<file path="src/rtl/seq_div_8x4_if.sv">
// seq_div_8x4_if: start/busy/done handshake and operand/result bus for the sequential divider.
interface seq_div_8x4_if #(
    parameter int DW = 8,
    parameter int VW = 4
);
    logic          start;
    logic [DW-1:0] dividend;
    logic [VW-1:0] divisor;
    logic          busy;
    logic          done;
    logic [DW-1:0] quo;
    logic [VW-1:0] rem;
    logic          dbz;
    modport master (output start, dividend, divisor, input busy, done, quo, rem, dbz);
    modport slave  (input start, dividend, divisor, output busy, done, quo, rem, dbz);
endinterface

</file>
<file path="src/rtl/seq_div_8x4.sv">
// seq_div_8x4: restoring divider, one quotient bit per clock, divide-by-zero yields all-ones quotient.
module seq_div_8x4 #(
    parameter int DW = 8,
    parameter int VW = 4
) (
    input  logic clk,
    input  logic rst,
    seq_div_8x4_if.slave bus
);
    typedef enum logic [1:0] {IDLE, RUN, ZERO} state_t;
    localparam int CW = $clog2(DW + 1);
    state_t        state;
    logic [DW-1:0] q;
    logic [VW-1:0] d;
    logic [VW-1:0] r;
    logic [CW-1:0] cnt;
    logic [VW:0]   rs;
    logic          borrow;
    logic [VW-1:0] r_nx;
    logic [DW-1:0] q_nx;
    // Restoring keeps r < d, so the stored remainder fits VW bits; only the shifted value needs VW+1.
    always_comb begin
        rs     = {r, q[DW-1]};
        borrow = rs < {1'b0, d};
        r_nx   = borrow ? rs[VW-1:0] : VW'(rs - {1'b0, d});
        q_nx   = {q[DW-2:0], ~borrow};
    end
    always_ff @(posedge clk) begin
        if (rst) begin
            state    <= IDLE;
            q        <= '0;
            d        <= '0;
            r        <= '0;
            cnt      <= '0;
            bus.busy <= 1'b0;
            bus.done <= 1'b0;
            bus.quo  <= '0;
            bus.rem  <= '0;
            bus.dbz  <= 1'b0;
        end else begin
            bus.done <= 1'b0;
            case (state)
                IDLE: if (bus.start) begin
                    bus.busy <= 1'b1;
                    if (bus.divisor != '0) begin
                        q     <= bus.dividend;
                        d     <= bus.divisor;
                        r     <= '0;
                        cnt   <= CW'(DW);
                        state <= RUN;
                    end else begin
                        state <= ZERO;
                    end
                end
                RUN: begin
                    q   <= q_nx;
                    r   <= r_nx;
                    cnt <= cnt - CW'(1);
                    if (cnt == CW'(1)) begin
                        bus.quo  <= q_nx;
                        bus.rem  <= r_nx;
                        bus.dbz  <= 1'b0;
                        bus.done <= 1'b1;
                        bus.busy <= 1'b0;
                        state    <= IDLE;
                    end
                end
                ZERO: begin
                    bus.quo  <= '1;
                    bus.rem  <= '0;
                    bus.dbz  <= 1'b1;
                    bus.done <= 1'b1;
                    bus.busy <= 1'b0;
                    state    <= IDLE;
                end
                default: state <= IDLE;
            endcase
        end
    end
endmodule

</file>
<file path="src/flat_wrapper.sv">
// flat-port wrapper written by rule: the top's interface ports become plain ports
module seq_div_8x4_flat 
#(
    parameter int DW = 8,
    parameter int VW = 4
)
  (clk, rst, bus_start, bus_dividend, bus_divisor, bus_busy, bus_done, bus_quo, bus_rem, bus_dbz);
  seq_div_8x4_if #(.DW(DW), .VW(VW)) bus_i ();
  input  logic clk;
  input  logic rst;
  input wire logic [$bits(bus_i.start)-1:0] bus_start;
  input wire logic [$bits(bus_i.dividend)-1:0] bus_dividend;
  input wire logic [$bits(bus_i.divisor)-1:0] bus_divisor;
  output wire logic [$bits(bus_i.busy)-1:0] bus_busy;
  output wire logic [$bits(bus_i.done)-1:0] bus_done;
  output wire logic [$bits(bus_i.quo)-1:0] bus_quo;
  output wire logic [$bits(bus_i.rem)-1:0] bus_rem;
  output wire logic [$bits(bus_i.dbz)-1:0] bus_dbz;
  assign bus_i.start = bus_start;
  assign bus_i.dividend = bus_dividend;
  assign bus_i.divisor = bus_divisor;
  assign bus_busy = bus_i.busy;
  assign bus_done = bus_i.done;
  assign bus_quo = bus_i.quo;
  assign bus_rem = bus_i.rem;
  assign bus_dbz = bus_i.dbz;
  seq_div_8x4 #(.DW(DW), .VW(VW)) u_core (.clk(clk), .rst(rst), .bus(bus_i));
endmodule
</file>
<file path="config.mk">
export PLATFORM = sky130hd
export DESIGN_NAME = seq_div_8x4_flat
export DESIGN_NICKNAME = d
export VERILOG_FILES = /design/src/rtl/seq_div_8x4_if.sv /design/src/rtl/seq_div_8x4.sv /design/src/flat_wrapper.sv
export SDC_FILE = /design/constraint.sdc
export NUM_CORES = 1
export LEC_CHECK = 0
export CAP_MARGIN = 25
export CORE_MARGIN = 3
export CORE_UTILIZATION = 55
export CTS_CLUSTER_SIZE = 24
export DETAILED_ROUTE_END_ITERATION = 12
export HOLD_SLACK_MARGIN = 0.08
export PLACE_DENSITY = 0.83
export SYNTH_ARGS = -nofsm -noshare
export SYNTH_HDL_FRONTEND = slang
export SYNTH_SLANG_ARGS = --single-unit
</file>
<file path="constraint.sdc">
create_clock -name clk -period 4.7 [get_ports clk]
set_clock_uncertainty 0.15 [all_clocks]
set_input_delay 1.175 -clock clk [delete_from_list [all_inputs] [get_ports clk]]
set_output_delay 1.175 -clock clk [all_outputs]
set_load 0.01 [all_outputs]
</file>
==> results.md <==
* IO Pins at 30
* Die width at 61.2 um
* Flop pwr share at 0.555
* Crit. End Element: register
* CP top delay family: simple AND/OR/NAND/NOR gates
* Netlist cell types at 40
* GR Overflow Total at 0
* CTS root buffer: clkbuf_4
* # hold bufs at CTS at 0
* Residual DRC at 0
* Period utilization at 0.652
* Clock sink total at 37
* DR WL/cell at 15.8 um
* Vias in the first global route at 1433
* Int Pwr at 439 uW
* Die Area at 0.00374 mm2
* Peak supply drop at 241 uV
* Cell Count, Final, Fillers Out at 245
* Post-synthesis sequential area ratio at 0.442
* Sw power at between 150 and 200 uW
* # diodes at 0
* Synthesis-to-layout area growth at 20.7%
* RD Place Congestion at 0.873
* Post-CTS Resized at 0
* Min cycle time layout at 3070 ps
* Yosys reg bits at 37
* GRT Overall Usage at 0.225
* Slew Limit Headroom at 0.593
* H-tree Lvls at 2
* Vias/cell at 6.18
* Hold Crit Class: reg -> reg
* CTS buffer count at 5
* Ys flop type: dfxtp_1
* Initial DRC count at 91
* Least-Margin Pin Slew at 610 ps
* Post-Syn Area at between 0.0015 and 0.002 mm2
* Largest net degree at the start of global routing at 34
* Share of post-route cells with drive strength above 1 at 0.0794
* Final slew viol count at 0
* Fmax at 326 MHz
* Warnings, synthesis at 0
* Combinational Power Share at 0.200
* Pleak at ~0.76 nW
* EDFF count, synth at 0
* Initial antenna violation count at 0
* Initial Utilization at 0.592
* Hold Startpoint: u_core.bus.rem[1]
* Switching Fraction at 0.296
* CORE AREA at 0.00283 mm2
* WL final at just under 4000 um
* First-pass GRT wire length at 6290 um
* Height of the die at 61.2 um
* Hold Worst Slack at 330 ps
* Fill cell count at 231
* Hold EP: u_core.bus.rem[1]
* Rows at 19
* Max Fanout on Critical Path at 14
* PwrDens at ~310 mW/mm2
* Clock Pin Slew Worst Setup and Hold Paths at ~100 ps
* DRT antenna net count at 0
* Final TNS setup at 0 ps
* RSZ-0062 raised after global routing: false
* Worst path max stage delay at 600 ps
* Net count after synthesis at 210
* Max clock buf depth at 2
* CTS tree: yes
* Setup violations, final at 0
* Vias at 1515
* Critical R2R Launch: u_core.state[1]
* Layout Nets at 241
* Post-synthesis cell count at approximately 180
* Buffers on Ports at 29
* 1st-pass router iterations at 4
* Post-CTS setup buffers at 0
* Worst setup path class: in -> reg
* Avg Cell Area, Syn at 9.10 um2
* Endpoints failing hold at 0
* CP Buf/Inv Count at 1
* Min-Delay Path Depth at 1
* DP Wirelength at 2870 um
* CP max-delay cell: clkdlybuf4s50_1
* R2r setup slk at between 2000 and 2500 ps
* Clock share of power at 0.245
* Pwr Total at roughly 620 uW
* FF-to-FF path depth at 7
* Clock latency on the worst-skew pair at ~340 ps
* Startpoint Class: input port
* Async S/R FF share, synth at 0
* Total placed cells including tap cells at 239
* Worst EP arrival at around 3100 ps
* Crit path required time at around 4800 ps
* FF-to-FF End: u_core.cnt[3]
* Status: completed
* Max-Cap Viols at 0
* Crit-path cells: clkdlybuf4s50_1 > nand2_2 > o22ai_2 > nand2_1 > nor4_1 > a211oi_1
## through the flow
step	util	worst slack (ps)	instance area, um2
6_report	0.714	1630	2020
4_1_cts	0.714	1680	2020
2_1_floorplan	-	2330	1670
3_3_place_gp	0.699	1450	1980
5_1_grt	0.714	1530	2020
3_5_place_dp	0.699	1330	1980
## layer usage
layer	wire, um	track usage	vias to the layer above	share of wire
li1	-	-	722	-
met1	1710	0.269	727	0.44
met2	1840	0.379	59	0.48
met3	248	0.0650	7	0.064
met4	54	0.0898	0	0.014
met5	0	0	-	0
## worst register-to-register path: stages (launching register included)
cell and delay [ps]:
dfxtp_1 370, inv_1 90, ha_1 440, inv_1 190
o22ai_2 540, nand2_1 390, nor4_1 260, a211oi_1 110
## cells in the mapped netlist (3+ instances only)
cell      count  area share
dfxtp_1      37        0.44
nor2_1       28       0.063
inv_1        13       0.029
o22ai_1      13       0.049
nand2_1      12       0.027
a21oi_1      10       0.030
ha_1         10       0.075
nor3_1        9       0.027
o21ai_0       4       0.012
a211oi_1      3       0.013
a22o_1        3       0.016
a32o_1        3       0.018
a32oi_1       3       0.016
clkbuf_1      3      0.0067
mux2i_1       3       0.018
nand2b_1      3       0.011
## how the worst max path moves through the flow
stage / startpoint / endpoint / slack (ps) / depth (start not counted)
floorplan: bus_divisor[3] / u_core.r[0] / 2330 / 6
global placement: bus_start / u_core.cnt[0] / 1450 / 6
detailed placement: bus_start / u_core.cnt[3] / 1330 / 6
CTS: bus_start / u_core.cnt[3] / 1680 / 6
global route: bus_start / u_core.cnt[3] / 1530 / 6
finish: bus_start / u_core.cnt[3] / 1630 / 6
## layout by cell type (no fill, tap or decap), types with 2 or more instances in the layout
cell,synthesis,layout
a211oi_1,3,3
a21oi_1,10,10
a22o_1,3,3
a32o_1,3,3
a32oi_1,3,3
clkbuf_4,0,5
clkdlybuf4s50_1,0,29
dfxtp_1,37,37
ha_1,10,10
inv_1,13,13
mux2_2,2,2
mux2i_1,3,3
nand2_1,12,12
nand2b_1,3,3
nor2_1,28,28
nor3_1,9,9
o21ai_0,4,4
o22ai_1,13,13
or3_1,2,2
## cell families (layout without fill, tap and decap cells)
family,count (synthesis),count (layout),share of synthesized area
and+or+nand+nor,63,63,0.185
muxes,5,5,0.0314
xor gates and xnor gates,1,1,0.00523
buffers and inverters,19,49,0.0486
adders and majority gates,11,11,0.0867
AOI/OAI and AO/OA,48,48,0.201
DFF,37,37,0.442
## registers in the layout (all words and copies together), names as in the netlist
register         count
u_core.bus.quo       8
u_core.q             8
u_core.bus.rem       4
u_core.cnt           4
u_core.d             4
u_core.r             4
u_core.state         2
u_core.bus.busy      1
u_core.bus.dbz       1
u_core.bus.done      1
## layout make-up
type	count	area (um2)	share of cell area
timing repair buffer	30	298	0.147
inverter	13	48.8	0.0241
clock buffer	5	37.5	0.0186
clock inverter	1	5.00	0.00248
multi-input combinational	128	852	0.422
tap	31	38.8	0.0192
sequential	37	741	0.367
## power groups by stage
stage               registers [mW]  logic [mW]  clock network, mW
finish                       0.346       0.124              0.153
global route                 0.347       0.137              0.165
CTS                          0.345       0.123              0.153
detailed placement           0.353       0.123                  0
global placement             0.352       0.118                  0
floorplan                    0.350      0.0830                  0
Note: power is estimated with default switching activity, not from simulation.
==> edit 1: new RTL, same settings <==
`DW` is set to 8 in 3 places; all go to 4.
--- a/src/rtl/seq_div_8x4_if.sv
+++ b/src/rtl/seq_div_8x4_if.sv
@@ -1,6 +1,6 @@
 // seq_div_8x4_if: start/busy/done handshake and operand/result bus for the sequential divider.
 interface seq_div_8x4_if #(
-    parameter int DW = 8,
+    parameter int DW = 4,
     parameter int VW = 4
 );
     logic          start;
--- a/src/rtl/seq_div_8x4.sv
+++ b/src/rtl/seq_div_8x4.sv
@@ -1,6 +1,6 @@
 // seq_div_8x4: restoring divider, one quotient bit per clock, divide-by-zero yields all-ones quotient.
 module seq_div_8x4 #(
-    parameter int DW = 8,
+    parameter int DW = 4,
     parameter int VW = 4
 ) (
     input  logic clk,
--- a/src/flat_wrapper.sv
+++ b/src/flat_wrapper.sv
@@ -1,7 +1,7 @@
 // flat-port wrapper written by rule: the top's interface ports become plain ports
 module seq_div_8x4_flat 
 #(
-    parameter int DW = 8,
+    parameter int DW = 4,
     parameter int VW = 4
 )
   (clk, rst, bus_start, bus_dividend, bus_divisor, bus_busy, bus_done, bus_quo, bus_rem, bus_dbz);
Interface: changed (resized bus_dividend and bus_quo); port bits go from 30 to 22. The function was not compared with the original's and may differ.
==> edit 1 against the original RTL <==
  * Power decreased by 14%
  * Utilization grew 1.4 points
  * Fmax is 8.0% higher
  * Routed wire length fell by 17%
  * Combinational power shrank 6%
  * Cell count down 15%
  * Sequential share of layout area shrank 3.7 points
  * Area after synthesis down 15%
  * Global-route usage decreased by 1.5 points
  * Cell area decreased by 16%
  * Synthesized cell count decreased by 14%
  * Setup slack improved by 0.23 ns
  * Sequential cell count is 9 lower
==> edit 1: results (changes against the original RTL) <==
stage,metric,value,unit,change
run_status,status,"finished, final reports clean",,unchanged
global_route,met1 Use GR,0.243,,was 0.269
synth,asr flop ratio synth,0,,unchanged
placement,PortBufs,21,,was 29
power,Sw Pwr,144,uW,was 184 uW
route,WL/cell,15.4,um,was 15.8 um
synth,synth unique cells,43,,was 40
synth,main area contributors after synthesis,"dfxtp_1, ha_1, nor2_1, inv_1, nand2_1",,"was dfxtp_1, ha_1, nor2_1, o22ai_1, a21oi_1"
global_route,grt met3 use,0.0690,,was 0.0650
clocking,Inserted Clock Buffers,3,,was 5
global_route,GR Util All Layers,0.210,,was 0.225
route,drt first pass iters,4,,unchanged
sta,slew margin rel.,0.473,,was 0.593
route,via count,1249,,was 1515
clocking,H-Tree Depth,1,,was 2
finish,ratio of cells with drive above 1 in the final layout,0.0611,,was 0.0794
worst_setup_path,crit path max fanout,23,,was 14
global_route,first-pass GRT wire length,5.42,mm,was 6.29 mm
min_path,HP Class,reg2reg,,unchanged
synth,sequential fraction of the synthesis area,0.393,,was 0.442
clocking,Bufs on Longest Clock Path,2,,unchanged
clocking,postcts setup bufs,0,,unchanged
synth,Yosys top cell area share,0.393,,was 0.442
finish,Fillers,198,,was 231
clocking,clock-pin slew on the worst setup and hold paths,0.15,ns,was 0.10 ns
power,Pleak,0.000682,uW,was 0.000763 uW
synth,"top cells by count, synth","dfxtp_1, nor2_1, inv_1, nand2_1, ha_1",,"was dfxtp_1, nor2_1, inv_1, o22ai_1, nand2_1"
global_route,met2 Use GR,0.357,,was 0.379
clocking,clock root cell,clkbuf_4,,unchanged
synth,Post-Synthesis Cells,159,,was 184
route,1st-iter DRT viols,40,,was 91
finish,ant diodes,0,,unchanged
synth,post-synthesis mux area share,0.0211,,was 0.0314
placement,placed cell count,204,,was 239
synth,Yosys warnings,0,,unchanged
global_route,largest net degree at the start of global routing,24,,was 34
synth,post-synthesis compound-gate area fraction,0.244,,was 0.201
synth,post-synthesis xor/xnor area fraction,0.00615,,was 0.00523
synth,Mapped Nets,181,,was 210
route,routed wire length,3.21,mm,was 3.86 mm
worst_setup_path,CP arrival,2.93,ns,was 3.13 ns
power,VDD IR max,0.295,mV,was 0.241 mV
synth,adder-cell share of the synthesized area,0.102,,was 0.0867
clocking,CTS resizes,0,,unchanged
global_route,initial antenna violation count,0,,unchanged
global_route,vias in the first global route,1315,,was 1433
placement,Final HPWL DP,2.43,mm,was 2.87 mm
placement,gp weighted congestion,0.816,,was 0.873
clocking,clk_lat worst skew,0.32,ns,was 0.34 ns
-- edit 1: layout make-up --
type                       count  area [um2]  area share
clock buffer                   3        22.5      0.0132
clock inverter                 1        30.0      0.0176
inverter                      14        52.6      0.0309
multi-input combinational    113         792       0.465
sequential                    28         561       0.329
tap                           28        35.0      0.0206
timing repair buffer          21         210       0.123
-- edit 1: worst max-delay path, cell delays in order --
cell and delay [ns]:
clkdlybuf4s50_1 0.98, inv_1 0.30, and3_1 0.26, a31o_2 0.20
-- edit 1: worst paths after layout --
check / slack [ns] / start / endpoint / depth (start not counted)
worst min-delay path: 0.32 / u_core.cnt[1] / u_core.cnt[1] / 2
worst min register to register: 0.32 / u_core.cnt[1] / u_core.cnt[1] / 2
worst max register to register: 2.51 / u_core.state[1] / u_core.q[0] / 6
worst max-delay path: 1.86 / rst / u_core.bus.rem[0] / 4
-- edit 1: layer usage --
| layer | vias up | routed length, um |
|---|---|---|
| met2 | 43 | 1540 |
| li1 | 617 | - |
| met1 | 583 | 1410 |
| met4 | 0 | 41 |
| met3 | 6 | 217 |
| met5 | - | 0 |
-- edit 1: power by group through the flow --
stage	sequential [uW]	combinational, uW	clock (uW)
finish	261	117	155
CTS	261	116	159
global route	263	131	171
global placement	265	111	0
detailed placement	266	115	0
floorplan	264	81.4	0
-- edit 1: cell families after synthesis --
family / count (synthesis)
xor+xnor: 1
flops: 28
mux: 3
buf+inv: 18
compound gates: 46
simple gates: 52
fa+ha+maj: 11
-- edit 1: stage by stage --
step	area (um2)	hold WS [ns]	setup slack, ns
4_1_cts	1700	0.320	1.86
3_3_place_gp	1650	0.290	1.56
5_1_grt	1700	0.356	1.79
3_5_place_dp	1650	0.302	1.48
6_report	1700	0.320	1.86
2_1_floorplan	1430	0.282	2.24
==> edit 2: new RTL, same settings <==
Made on the original files. Re-encode `state_t` (3 states) as one-hot, 3 bits wide.
--- a/src/rtl/seq_div_8x4.sv
+++ b/src/rtl/seq_div_8x4.sv
@@ -7,7 +7,7 @@
     input  logic rst,
     seq_div_8x4_if.slave bus
 );
-    typedef enum logic [1:0] {IDLE, RUN, ZERO} state_t;
+    typedef enum logic [2:0] {IDLE = 3'b001, RUN = 3'b010, ZERO = 3'b100} state_t;
     localparam int CW = $clog2(DW + 1);
     state_t        state;
     logic [DW-1:0] q;
Formal check against the unedited RTL: same outputs for any inputs over 10 cycles, from zero or initial values and one cycle with rst high; not proved beyond that.
==> edit 2 against the original RTL <==
  * Sequential cell count up 1
  * Setup slack improved by 0.38 ns
  * Combinational power fell by 32%
  * Utilization did not move
  * Highest routed layer unchanged
  * Clock power is 23% higher
  * Critical endpoint is now u_core.r[0]
  * Largest cell class unchanged
  * Routed wire length shrank 2.5%
  * Cell area did not move
  * Area after synthesis shrank 0.67%
  * Power fell by 1.2%
  * Critical path type unchanged
==> edit 2: results (changes against the original RTL) <==
stage,metric,value,unit,change
power,Pleak,0.000716,uW,was 0.000763 uW
clocking,clock-pin slew on the worst setup and hold paths,0.12,ns,was 0.10 ns
clocking,postcts setup bufs,0,,unchanged
synth,post-synthesis xor/xnor area fraction,0.0105,,was 0.00523
worst_setup_path,CP startpoint,bus_divisor[3],,was bus_start
worst_setup_path,Worst path slowest cell,or4_4,,was clkdlybuf4s50_1
synth,post-synthesis mux area share,0.0196,,was 0.0314
route,routed wire length,3.76,mm,was 3.86 mm
worst_setup_path,worst r2r src,u_core.state[2],,was u_core.state[1]
finish,fin cells,250,,was 245
route,routed wire length on met3,174,um,was 248 um
finish,Fillers,240,,was 231
power,VDD IR max,0.214,mV,was 0.241 mV
worst_setup_path,CP arrival,2.84,ns,was 3.13 ns
placement,gp weighted congestion,0.850,,was 0.873
worst_setup_path,CP max stage delay,0.56,ns,was 0.60 ns
synth,Mapped Nets,214,,was 210
synth,sequential fraction of the synthesis area,0.457,,was 0.442
sta,fmax,372,MHz,was 326 MHz
global_route,GR Util All Layers,0.225,,about the same
synth,"top cells by count, synth","nand2_1, dfxtp_1, nor2_1, a31oi_1",,"was dfxtp_1, nor2_1, inv_1, o22ai_1, nand2_1"
worst_setup_path,Worst Setup EP,u_core.r[0],,was u_core.cnt[3]
placement,Final HPWL DP,2.58,mm,was 2.87 mm
synth,main area contributors after synthesis,"dfxtp_1, nand2_1, nor2_1, ha_1, a311oi_1",,"was dfxtp_1, ha_1, nor2_1, o22ai_1, a21oi_1"
synth,adder-cell share of the synthesized area,0.0572,,was 0.0867
placement,Area after DPL,1930,um2,was 1980 um2
finish,ratio of cells with drive above 1 in the final layout,0.0685,,was 0.0794
finish,final net count,240,,was 241
worst_setup_path,crit path max fanout,13,,was 14
route,1st-iter DRT viols,98,,was 91
min_path,Worst Hold Path Cells,2,,was 1
worst_setup_path,reg2reg end,u_core.bus.rem[2],,was u_core.cnt[3]
sta,slew margin rel.,0.583,,was 0.593
run_status,status,"finished, final reports clean",,unchanged
global_route,met2 Use GR,0.336,,was 0.379
route,Post-Route M1 WL,1.76,mm,was 1.71 mm
synth,Avg Inst Size Synth,8.66,um2,was 9.10 um2
clocking,clk_lat worst skew,0.37,ns,was 0.34 ns
synth,dominant synthesized flop cell,dfxtp_1,,unchanged
route,DR top layer,met4,,unchanged
global_route,first-pass GRT wire length,6.17,mm,was 6.29 mm
route,routed wl met2,1.75,mm,was 1.84 mm
route,Via density,5.87,,was 6.18
global_route,vias in the first global route,1322,,was 1433
synth,synth unique cells,39,,was 40
global_route,largest net degree at the start of global routing,35,,was 34
power,P_int,446,uW,was 439 uW
synth,post-synthesis compound-gate area fraction,0.174,,was 0.201
global_route,grt met3 use,0.0553,,was 0.0650
global_route,met1 Use GR,0.309,,was 0.269
route,drt first pass iters,4,,unchanged
placement,Setup WS pre-CTS,1.42,ns,was 1.33 ns
worst_setup_path,reg2reg path depth,5,,was 7
worst_setup_path,r2r setup slk,2.42,ns,was 2.03 ns
==> edit 2: cell types whose count changed after synthesis, moves of 4 or more <==
cell,before,now
inv_1,13,7
a22oi_1,1,5
nor2_1,28,22
a311oi_1,0,6
ha_1,10,6
a31oi_1,0,8
nor3_1,9,4
nand2_1,12,39
o22ai_1,13,0
==> edit 2: per-stage QoR <==
stage | power (uW) | hold slack, ns | util
after detailed placement | 431 | 0.297 | 0.682
final | 616 | 0.308 | 0.714
after global routing | 638 | 0.343 | 0.714
after global placement | 427 | 0.294 | 0.682
after CTS | 608 | 0.312 | 0.705
after floorplan | 408 | 0.285 | -
==> edit 2: area by class of cell <==
cell class                 count  area, um2  area share
multi-input combinational    136        813       0.402
tap                           31       38.8      0.0192
clock inverter                 2       12.5     0.00619
clock buffer                   6       51.3      0.0254
inverter                       7       26.3      0.0130
timing repair buffer          30        318       0.157
sequential                    38        761       0.376
==> edit 2: worst min-delay path, cell delays in order, from the launching register on <==
cell,delay [ns]
dfxtp_1,0.32
nand2_1,0.05
a21oi_1,0.05
==> edit 2: worst min path at each step <==
stage,from,end,slack (ns)
6_report,u_core.bus.dbz,u_core.bus.dbz,0.31
5_1_grt,u_core.bus.dbz,u_core.bus.dbz,0.34
4_1_cts,u_core.bus.dbz,u_core.bus.dbz,0.31
3_5_place_dp,u_core.bus.dbz,u_core.bus.dbz,0.30
3_3_place_gp,u_core.bus.dbz,u_core.bus.dbz,0.29
2_1_floorplan,u_core.state[0],u_core.bus.done,0.29
==> edit 2: power by group through the flow <==
stage / clock [uW] / combinational (uW) / sequential (uW)
after detailed placement: 0 / 79.8 / 351
after CTS: 184 / 80.8 / 343
after global placement: 0 / 76.8 / 350
final: 188 / 84.1 / 344
after floorplan: 0 / 59.4 / 349
after global routing: 199 / 93.6 / 345
